--- src/rtl/cselsub32_seq_if.sv ---
// Handshake bundle for the sequential carry-select subtractor: operand
// channel (in_valid/in_ready/a/b) and result channel (out_valid/out_ready/flags).
interface cselsub32_seq_if #(
    parameter int WIDTH = 32
);
    logic             in_valid;
    logic             in_ready;
    logic [WIDTH-1:0] a;
    logic [WIDTH-1:0] b;
    logic             out_valid;
    logic             out_ready;
    logic [WIDTH-1:0] diff;
    logic             bout;
    logic             ovf;
    logic             zero;

    modport master (
        output in_valid, a, b, out_ready,
        input  in_ready, out_valid, diff, bout, ovf, zero
    );

    modport slave (
        input  in_valid, a, b, out_ready,
        output in_ready, out_valid, diff, bout, ovf, zero
    );
endinterface

--- src/rtl/cselsub32_seq.sv ---
// Sequential subtractor: a - b computed as a + ~b + 1, one SLICE-bit
// carry-select slice per clock, with one operation in flight at a time.
module cselsub32_seq #(
    parameter int WIDTH = 32,
    parameter int SLICE = 4
) (
    input logic             clk,
    input logic             rst_n,
    cselsub32_seq_if.slave  bus
);
    localparam int NS = WIDTH / SLICE;
    localparam int IW = (NS > 1) ? $clog2(NS) : 1;

    localparam logic [1:0] ST_IDLE = 2'd0;
    localparam logic [1:0] ST_RUN  = 2'd1;
    localparam logic [1:0] ST_DONE = 2'd2;

    // Both carry-in outcomes are formed; the live carry picks one.
    function automatic logic [SLICE:0] csel_slice(input logic [SLICE-1:0] x,
                                                  input logic [SLICE-1:0] y,
                                                  input logic             cin);
        logic [SLICE:0] s0;
        logic [SLICE:0] s1;
        s0 = {1'b0, x} + {1'b0, y};
        s1 = {1'b0, x} + {1'b0, y} + {{SLICE{1'b0}}, 1'b1};
        return cin ? s1 : s0;
    endfunction

    logic [1:0]       state;
    logic [IW-1:0]    idx;
    logic             c;
    logic [WIDTH-1:0] ra;
    logic [WIDTH-1:0] rb;
    logic [WIDTH-1:0] wd;
    logic [WIDTH-1:0] wd_next;
    logic [SLICE:0]   sel;
    logic             last;
    logic             accept;
    logic [WIDTH-1:0] diff_r;
    logic             bout_r;
    logic             ovf_r;
    logic             zero_r;

    assign accept = (state == ST_IDLE) && bus.in_valid;
    assign last   = (idx == IW'(NS - 1));

    always_comb begin
        sel     = csel_slice(ra[idx*SLICE +: SLICE], rb[idx*SLICE +: SLICE], c);
        wd_next = wd;
        wd_next[idx*SLICE +: SLICE] = sel[SLICE-1:0];
    end

    always_ff @(posedge clk or negedge rst_n) begin
        if (!rst_n) begin
            state  <= ST_IDLE;
            idx    <= '0;
            c      <= 1'b0;
            diff_r <= '0;
            bout_r <= 1'b0;
            ovf_r  <= 1'b0;
            zero_r <= 1'b0;
        end else begin
            case (state)
                ST_IDLE: begin
                    if (accept) begin
                        state <= ST_RUN;
                        idx   <= '0;
                        c     <= 1'b1;
                    end
                end
                ST_RUN: begin
                    c   <= sel[SLICE];
                    idx <= idx + IW'(1);
                    if (last) begin
                        state  <= ST_DONE;
                        diff_r <= wd_next;
                        bout_r <= ~sel[SLICE];
                        // rb holds ~b, so a and b differing in sign means ra/rb MSBs match
                        ovf_r  <= (ra[WIDTH-1] == rb[WIDTH-1]) &&
                                  (wd_next[WIDTH-1] != ra[WIDTH-1]);
                        zero_r <= (wd_next == '0);
                    end
                end
                ST_DONE: begin
                    if (bus.out_ready) state <= ST_IDLE;
                end
                default: state <= ST_IDLE;
            endcase
        end
    end

    // Operand and working registers need no reset: they are rewritten on accept.
    always_ff @(posedge clk) begin
        if (accept) begin
            ra <= bus.a;
            rb <= ~bus.b;
            wd <= '0;
        end else if (state == ST_RUN) begin
            wd <= wd_next;
        end
    end

    assign bus.in_ready  = (state == ST_IDLE);
    assign bus.out_valid = (state == ST_DONE);
    assign bus.diff      = diff_r;
    assign bus.bout      = bout_r;
    assign bus.ovf       = ovf_r;
    assign bus.zero      = zero_r;
endmodule

--- src/flat_wrapper.sv ---
// flat-port wrapper written by rule: the top's interface ports become plain ports
module cselsub32_seq_flat 
#(
    parameter int WIDTH = 32,
    parameter int SLICE = 4
)
  (clk, rst_n, bus_in_valid, bus_a, bus_b, bus_out_ready, bus_in_ready, bus_out_valid, bus_diff, bus_bout, bus_ovf, bus_zero);
  cselsub32_seq_if #(.WIDTH(WIDTH)) bus_i ();
  input logic clk;
  input logic rst_n;
  input wire logic [$bits(bus_i.in_valid)-1:0] bus_in_valid;
  input wire logic [$bits(bus_i.a)-1:0] bus_a;
  input wire logic [$bits(bus_i.b)-1:0] bus_b;
  input wire logic [$bits(bus_i.out_ready)-1:0] bus_out_ready;
  output wire logic [$bits(bus_i.in_ready)-1:0] bus_in_ready;
  output wire logic [$bits(bus_i.out_valid)-1:0] bus_out_valid;
  output wire logic [$bits(bus_i.diff)-1:0] bus_diff;
  output wire logic [$bits(bus_i.bout)-1:0] bus_bout;
  output wire logic [$bits(bus_i.ovf)-1:0] bus_ovf;
  output wire logic [$bits(bus_i.zero)-1:0] bus_zero;
  assign bus_i.in_valid = bus_in_valid;
  assign bus_i.a = bus_a;
  assign bus_i.b = bus_b;
  assign bus_i.out_ready = bus_out_ready;
  assign bus_in_ready = bus_i.in_ready;
  assign bus_out_valid = bus_i.out_valid;
  assign bus_diff = bus_i.diff;
  assign bus_bout = bus_i.bout;
  assign bus_ovf = bus_i.ovf;
  assign bus_zero = bus_i.zero;
  cselsub32_seq #(.WIDTH(WIDTH), .SLICE(SLICE)) u_core (.clk(clk), .rst_n(rst_n), .bus(bus_i));
endmodule
--- config.mk ---
export PLATFORM = sky130hd
export DESIGN_NAME = cselsub32_seq_flat
export DESIGN_NICKNAME = d
export VERILOG_FILES = /design/src/rtl/cselsub32_seq_if.sv /design/src/rtl/cselsub32_seq.sv /design/src/flat_wrapper.sv
export SDC_FILE = /design/constraint.sdc
export NUM_CORES = 1
export LEC_CHECK = 0
export ABC_AREA = 1
export CAP_MARGIN = 20
export CORE_AREA = 10 10 129 131
export CTS_BUF_LIST = sky130_fd_sc_hd__clkbuf_16
export CTS_CLUSTER_SIZE = 28
export DETAILED_ROUTE_END_ITERATION = 7
export DIE_AREA = 0 0 139 141
export PLACE_DENSITY = 0.7
export SYNTH_ARGS = -nofsm -noshare
export SYNTH_HDL_FRONTEND = slang
export SYNTH_SLANG_ARGS = --single-unit
--- constraint.sdc ---
create_clock -name clk -period 4 [get_ports clk]
set_input_delay 0.6 -clock clk [delete_from_list [all_inputs] [get_ports clk]]
set_output_delay 0.6 -clock clk [all_outputs]
set_load 0.02 [all_outputs]
==> results.md, run 1 <==
* Outcome: complete, no violations
* Fin. max-slew vios at 0
* Yosys reg bits at 137
* Detail Placement HPWL at 12500 um
* Vias post-DR at between 5000 and 6000
* CTS tree: built
* CTS root buf: clkbuf_16
* H-tree Lvls at 4
* Cts hold-fix bufs at 0
* Crit. End Element: flip-flop
* Num CTS Buffers at 17
* CTS resizes at 0
* Synthesized area per cell at 8.91 um2
* Drt first-iter violations at 300
* Setup ws final at 0.542 ns
* # Post-CTS Setup Buffers at 0
* Worst Clk Skew at 0.00509 ns
* Worst slew pin tran at 1.05 ns
* CTS max path bufs at 2
* Clk sinks at ~140
* RSZ-0062 raised after global routing: no
* Met2 WL at 8340 um
* Synth cell count leaders: 160 x nand2_1, 84 x o21ai_0, 82 x inv_1
* Routed met1 length at 6770 um
* Core box area at between 10000 and 15000 um2
* Synth Instances at 692
* Syn. warnings at 0
* DP Worst Slack at 0.547 ns
* Ant. Diodes at 0
* Share of flip-flops with an asynchronous set or reset at 29.9%
* Overall routing resource usage at between 10% and 20%
* Fin crit period at 3.46 ns
* Lkg Pwr at 0.00344 uW
* Latest clock arrival within the worst-skew pair at 0.43 ns
* Synth-to-Final Area Change at 30.1%
* Highest metal used: met4
* PortBufs at 104
* Share of cells above drive strength 1 at approximately 7.2%
* Drt pass-1 iters at 4
* FP Rows at 44
* Largest net degree at the start of global routing at 68
* Routed met3 length at 967 um
* Net Count, Synth at 773
* DR DRC count at 0
* Worst VDD drop at around 0.47 mV
* Die extent in x at 139 um
* Yosys cell types at 33
* Part of the Yosys area used for sequential elements at 58.2%
* Max-cap viol count at 0
* Routed WL per cell at 16.6 um
* Synth area leader: edfxtp_1
* CTS clk-pin slew, worst paths at around 0.06 ns
* Starting Density at a little over two fifths
* Crit-path max FO at 18
* First-pass GRT wire length at 26700 um
* Synthesized area at 6160 um2
* IO Count at 105
* Post-synth EDFFs at between 60 and 70
* Setup TNS Final at 0 ns
* Routed Wire Length at 16500 um
* Worst Setup Start Kind: flip-flop
* Slew margin rel. at between 20% and 30%
* Die Y at approximately 140 um
* Placer congestion estimate at 0.953
* Ys flop type: edfxtp_1
* Period utilization at 86.4%
* Hold Path Class: in -> async
* PwrDens at 930 nW/um2
* Synth top area share at 31.2%
* # setup viols final at 0
* Final hold vios at 0
* Initial antenna violation count at 0
* Top cells by area, synth: edfxtp_1 31%, dfrtp_1 17%, dfxtp_1 10%
* Critical path arrival at about 3.8 ns
* Critical path class: reg -> reg
* Final nets at 880
* Total grt overflow at 0
* Cell with the most instances after synthesis: nand2_1
* Fmax at between 0.2 and 0.3 GHz
* Filler Cell Count at between 1000 and 1500
* Vias in the first global route at 5086
* Critical Path RT at 4.37 ns
* Die ar. at 19600 um2
* Post-DR vias/cell at 5.03
* ANT nets after route at 0
area by class of cell:
class / count / area (um2) / share of cell area, %
sequential: 137 / 3590 / 44.7
multi-input combinational: 440 / 2130 / 26.6
timing repair buffer: 115 / 1130 / 14.1
clock buffer: 17 / 425 / 5.30
inverter: 88 / 333 / 4.15
tap: 184 / 230 / 2.87
clock inverter: 14 / 181 / 2.26
worst max-delay path, cell delays in order (launching register included):
cell	delay, ns
dfrtp_1	0.41
inv_2	0.24
o21ai_0	0.14
o22ai_1	0.14
nor2_1	0.06
a31oi_1	0.17
ha_1	0.23
fa_1	0.50
ha_1	0.32
nand2_1	0.06
nand2_1	0.15
nand4_1	0.20
nand2_1	0.08
nand2_1	0.11
nand2_1	0.07
inv_1	0.09
nand2_1	0.06
nor2_1	0.08
nand3_1	0.07
nor2_1	0.10
nand3_1	0.08
nand2_1	0.06
cell usage in the layout (no fill, tap or decap), types with 5 or more instances in the layout:
cell type        instances
a31oi_1                  8
buf_4                   10
clkbuf_16               17
clkdlybuf4s50_1        103
dfrtp_1                 41
dfxtp_1                 32
edfxtp_1                64
ha_1                    12
inv_1                   82
inv_2                    5
nand2_1                160
nand3_1                 32
nand4_1                 10
nor2_1                  79
nor2_2                   5
o21ai_0                 84
o22ai_1                 24
power breakdown:
part           switching (uW)  internal (uW)
Sequential                195           1910
Combinational            2480           1260
Clock                     586           1030
kinds of logic (layout without fill, tap and decap cells):
group | after synthesis | in the layout | share of synthesized area [%]
AO/OA/AOI/OAI | 129 | 129 | 11.5
XOR/XNOR | 1 | 1 | 0.142
adder cells (fa/ha/maj) | 13 | 13 | 2.76
buffers and inverters | 115 | 234 | 7.21
flip-flops | 137 | 137 | 58.2
AND/OR/NAND/NOR | 297 | 297 | 20.2
state kept, by name (all words and copies together) (netlist names), 2 cells and up:
name,count
u_core.state,2
u_core.idx,3
u_core.bus.diff,32
u_core.wd,32
u_core.ra,32
u_core.rb,32
stage by stage:
| step | util [%] | std cells | total power, uW | hold slack, ns | cell area, um2 |
|---|---|---|---|---|---|
| global placement | 52.1 | 963 | 5790 | 0.436 | 7390 |
| floorplan | - | 692 | 4610 | 0.304 | 6160 |
| CTS | 56.3 | 994 | 7510 | 0.362 | 8000 |
| global route | 56.5 | 995 | 8060 | 0.0791 | 8020 |
| detailed placement | 52.1 | 963 | 5870 | 0.449 | 7390 |
| finish | 56.5 | 995 | 7460 | 0.0626 | 8020 |
final timing paths:
check                                   start                   to  slack [ns]  cells after the start
worst max-delay path            u_core.idx[1]      u_core.bus.zero        0.54                     21
worst min-delay path                    rst_n   u_core.bus.diff[4]        0.06                      1
worst max register to register  u_core.idx[1]      u_core.bus.zero        0.54                     21
worst min register to register  u_core.wd[22]        u_core.wd[22]        0.46                      2
max in group asynchronous               rst_n  u_core.bus.diff[25]        3.46                      2
min in group clk                u_core.wd[22]        u_core.wd[22]        0.46                      2
layer usage:
| metal | global-route usage (%) | up-vias |
|---|---|---|
| met5 | 0 | - |
| met2 | 29.0 | 157 |
| met4 | 8.51 | 0 |
| met1 | 19.3 | 2319 |
| li1 | - | 2498 |
| met3 | 4.94 | 28 |
(Power assumes the default switching activity.)
==> run 2, diff against run 1 <==
--- a/config.mk
+++ b/config.mk
@@ -7,12 +7,12 @@
 export LEC_CHECK = 0
 export ABC_AREA = 1
 export CAP_MARGIN = 20
-export CORE_AREA = 10 10 129 131
+export CORE_AREA = 10 10 119 121
 export CTS_BUF_LIST = sky130_fd_sc_hd__clkbuf_16
 export CTS_CLUSTER_SIZE = 28
 export DETAILED_ROUTE_END_ITERATION = 7
-export DIE_AREA = 0 0 139 141
-export PLACE_DENSITY = 0.7
+export DIE_AREA = 0 0 129 131
+export PLACE_DENSITY = 0.81
 export SYNTH_ARGS = -nofsm -noshare
 export SYNTH_HDL_FRONTEND = slang
 export SYNTH_SLANG_ARGS = --single-unit
==> run 2 against run 1 <==
Effect of this change:
- via count rose by 1.3%
- hold slack better by 0.27 ns
- utilization up 10 points
- clock skew grew 0.00060 ns
- largest cell class unchanged
- sequential share of layout area grew 0.99 points
==> results.md, run 2 (synthesized netlist as in run 1, its figures left out) <==
* Fin. max-slew vios at 0 (unchanged)
* Routed Wire Length at 15700 um (-5.1%)
* CP cell instances: inv_2 > o21ai_0 > o22ai_1 > nor2_1 > a31oi_1 > ha_1 > fa_1 > ha_1 > nand2_1 > nand2_1 > nand4_1 > nand2_1 > o21ai_0 > nand3_1 > nor2_1 > nand3_1 > nor2_1 > nand3_1 > nand2_1
* Most frequent cells in the layout: 160 x nand2_1, 103 x clkdlybuf4s50_1, 84 x o21ai_0
* CTS resizes at 0 (unchanged)
* Drt first-iter violations at 334 (+11%)
* Post-DR vias/cell at 5.30 (+5.5%)
* Worst path top cell family by delay: simple AND/OR/NAND/NOR gates
* Worst slew pin tran at 1.05 ns (-0.00513 ns)
* Num CTS Buffers at 17 (unchanged)
* Worst path buffer plus inverter count at 1 (-1)
* Setup TNS Final at 0 ns (unchanged)
* Crit. End Element: flip-flop
* Largest net degree at the start of global routing at 68 (unchanged)
* Worst reg2reg path depth at 19 (-9.5%)
* First-pass GRT wire length at 25400 um (-4.8%)
* ANT nets after route at 0 (unchanged)
* Vias in the first global route at 5132 (+0.90%)
* Crit. path cell count at 19 (-9.5%)
* CTS max path bufs at 2 (unchanged)
* Filler Cell Count at 947 (-28%)
* Clk sinks at 137 (unchanged)
* Crit path top cell by count: nand2_1
* Ant. Diodes at 0 (unchanged)
* Critical Path RT at 4.36 ns (about the same)
* Share of cells above drive strength 1 at 6.92% (-0.23 points)
* Highest metal used: met4
* Fmax at 0.278 GHz (-4.0%)
* Final core occ at 66.4% (+10 points)
* Worst VDD drop at 0.473 mV (+0.29%)
* Worst Setup Start Kind: flip-flop
* R2R Setup Slk at 0.40 ns (-0.15 ns)
* Synth-to-Final Area Change at 27.3%
* Die ar. at 16900 um2 (-14%)
* Worst Clk Skew at 0.00569 ns (+0.000602 ns)
* Most common cell after layout, fill and taps aside: nand2_1
* H-tree Lvls at 4 (unchanged)
* Max-cap viol count at 0 (unchanged)
* Initial antenna violation count at 0 (unchanged)
* Largest stage delay, worst path at 0.53 ns (+0.03 ns)
* Crit-path slowest cell: dfrtp_1
* Placer congestion estimate at 0.927 (-2.7%)
* Die Y at 131 um (-7.1%)
* Total grt overflow at 0 (unchanged)
* Met2 WL at 7730 um (-7.4%)
* Routed met3 length at 1170 um (+20%)
* FP Rows at 40 (-9.1%)
* Lkg Pwr at 0.00337 uW (-2.1%)
* Slew margin rel. at 30.2% (+0.34 points)
* PwrDens at 911 nW/um2 (-2.1%)
* Starting Density at 52.2% (+8.8 points)
* Fin crit period at 3.60 ns (+0.146 ns)
* CTS root buf: clkbuf_16
* Final hold vios at 0 (unchanged)
* PortBufs at 104 (unchanged)
* Hold Path Class: in -> async
* RSZ-0062 raised after global routing: no
* CTS tree: built
* Latest clock arrival within the worst-skew pair at 0.42 ns (about the same)
* Overall routing resource usage at 19.3% (+2.2 points)
* Routed WL per cell at 16.4 um (-1.2%)
* Cts hold-fix bufs at 0 (unchanged)
* Drt pass-1 iters at 6 (+2)
* Vias post-DR at 5069 (+1.3%)
* Core box area at 11800 um2 (-17%)
* Period utilization at 90.1% (+3.6 points)
* # Post-CTS Setup Buffers at 0 (unchanged)
* Routed met1 length at 6420 um (-5.2%)
* Die extent in x at 129 um (-7.2%)
* # setup viols final at 0 (unchanged)
* Detail Placement HPWL at 11800 um (-5.2%)
* Critical path class: reg -> reg
* DR DRC count at 0 (unchanged)
* CTS clk-pin slew, worst paths at 0.06 ns (about the same)
* IO Count at 105 (unchanged)
* Critical path arrival at 3.97 ns (+0.15 ns)
* Final nets at 877 (-0.34%)
* Crit-path max FO at 18 (unchanged)
* Outcome: complete, no violations
-- run 2: cell types whose count changed in the layout (fill, tap and decap cells not counted) --
cell | previous run | this run
buf_12 | 1 | 0
buf_4 | 10 | 8
bufinv_16 | 4 | 0
clkinv_2 | 1 | 4
clkinv_4 | 2 | 1
clkinvlp_4 | 2 | 6
inv_6 | 1 | 0
-- run 2: cell type report --
cell class,instances,area (um2),area share (%)
clock buffers,17,425,5.42
clock inverters,15,88.8,1.13
inverters,88,333,4.24
multi-input cells,440,2130,27.2
flip-flops and latches,137,3590,45.7
well taps,147,184,2.34
repair buffers,112,1100,14.0
-- run 2: through the flow --
| stage | power, uW | instance area [um2] | instances | worst slack (ns) | hold WS, ns |
|---|---|---|---|---|---|
| finish | 7150 | 7850 | 956 | 0.397 | 0.333 |
| global route | 7710 | 7850 | 956 | 0.115 | 0.399 |
| CTS | 7170 | 7850 | 956 | 0.393 | 0.366 |
| floorplan | 4610 | 6160 | 692 | 0.775 | 0.304 |
| global placement | 5710 | 7330 | 924 | 0.545 | 0.437 |
| detailed placement | 5800 | 7330 | 924 | 0.431 | 0.447 |
-- run 2: report_power, final --
group | internal (uW) | total [uW] | leakage, uW | switching, uW
Sequential | 1910 | 2120 | 0.00139 | 211
Clock | 774 | 1350 | 0.000240 | 575
Combinational | 1250 | 3670 | 0.00173 | 2420
Total | 3940 | 7150 | 0.00337 | 3210
-- run 2: worst paths after layout --
| kind | startpoint | to |
|---|---|---|
| max | u_core.idx[1] | u_core.bus.zero |
| min | rst_n | u_core.bus.diff[29] |
| max reg2reg | u_core.idx[1] | u_core.bus.zero |
| min reg2reg | u_core.wd[24] | u_core.wd[24] |
| max in group asynchronous | rst_n | u_core.bus.diff[19] |
| min in group clk | u_core.wd[24] | u_core.wd[24] |
-- run 2: layer usage --
layer  vias to the layer above  track usage, %
li1                       2500               -
met1                      2349            21.6
met2                       192            32.8
met3                        28            6.41
met4                         0            8.76
met5                         -               0
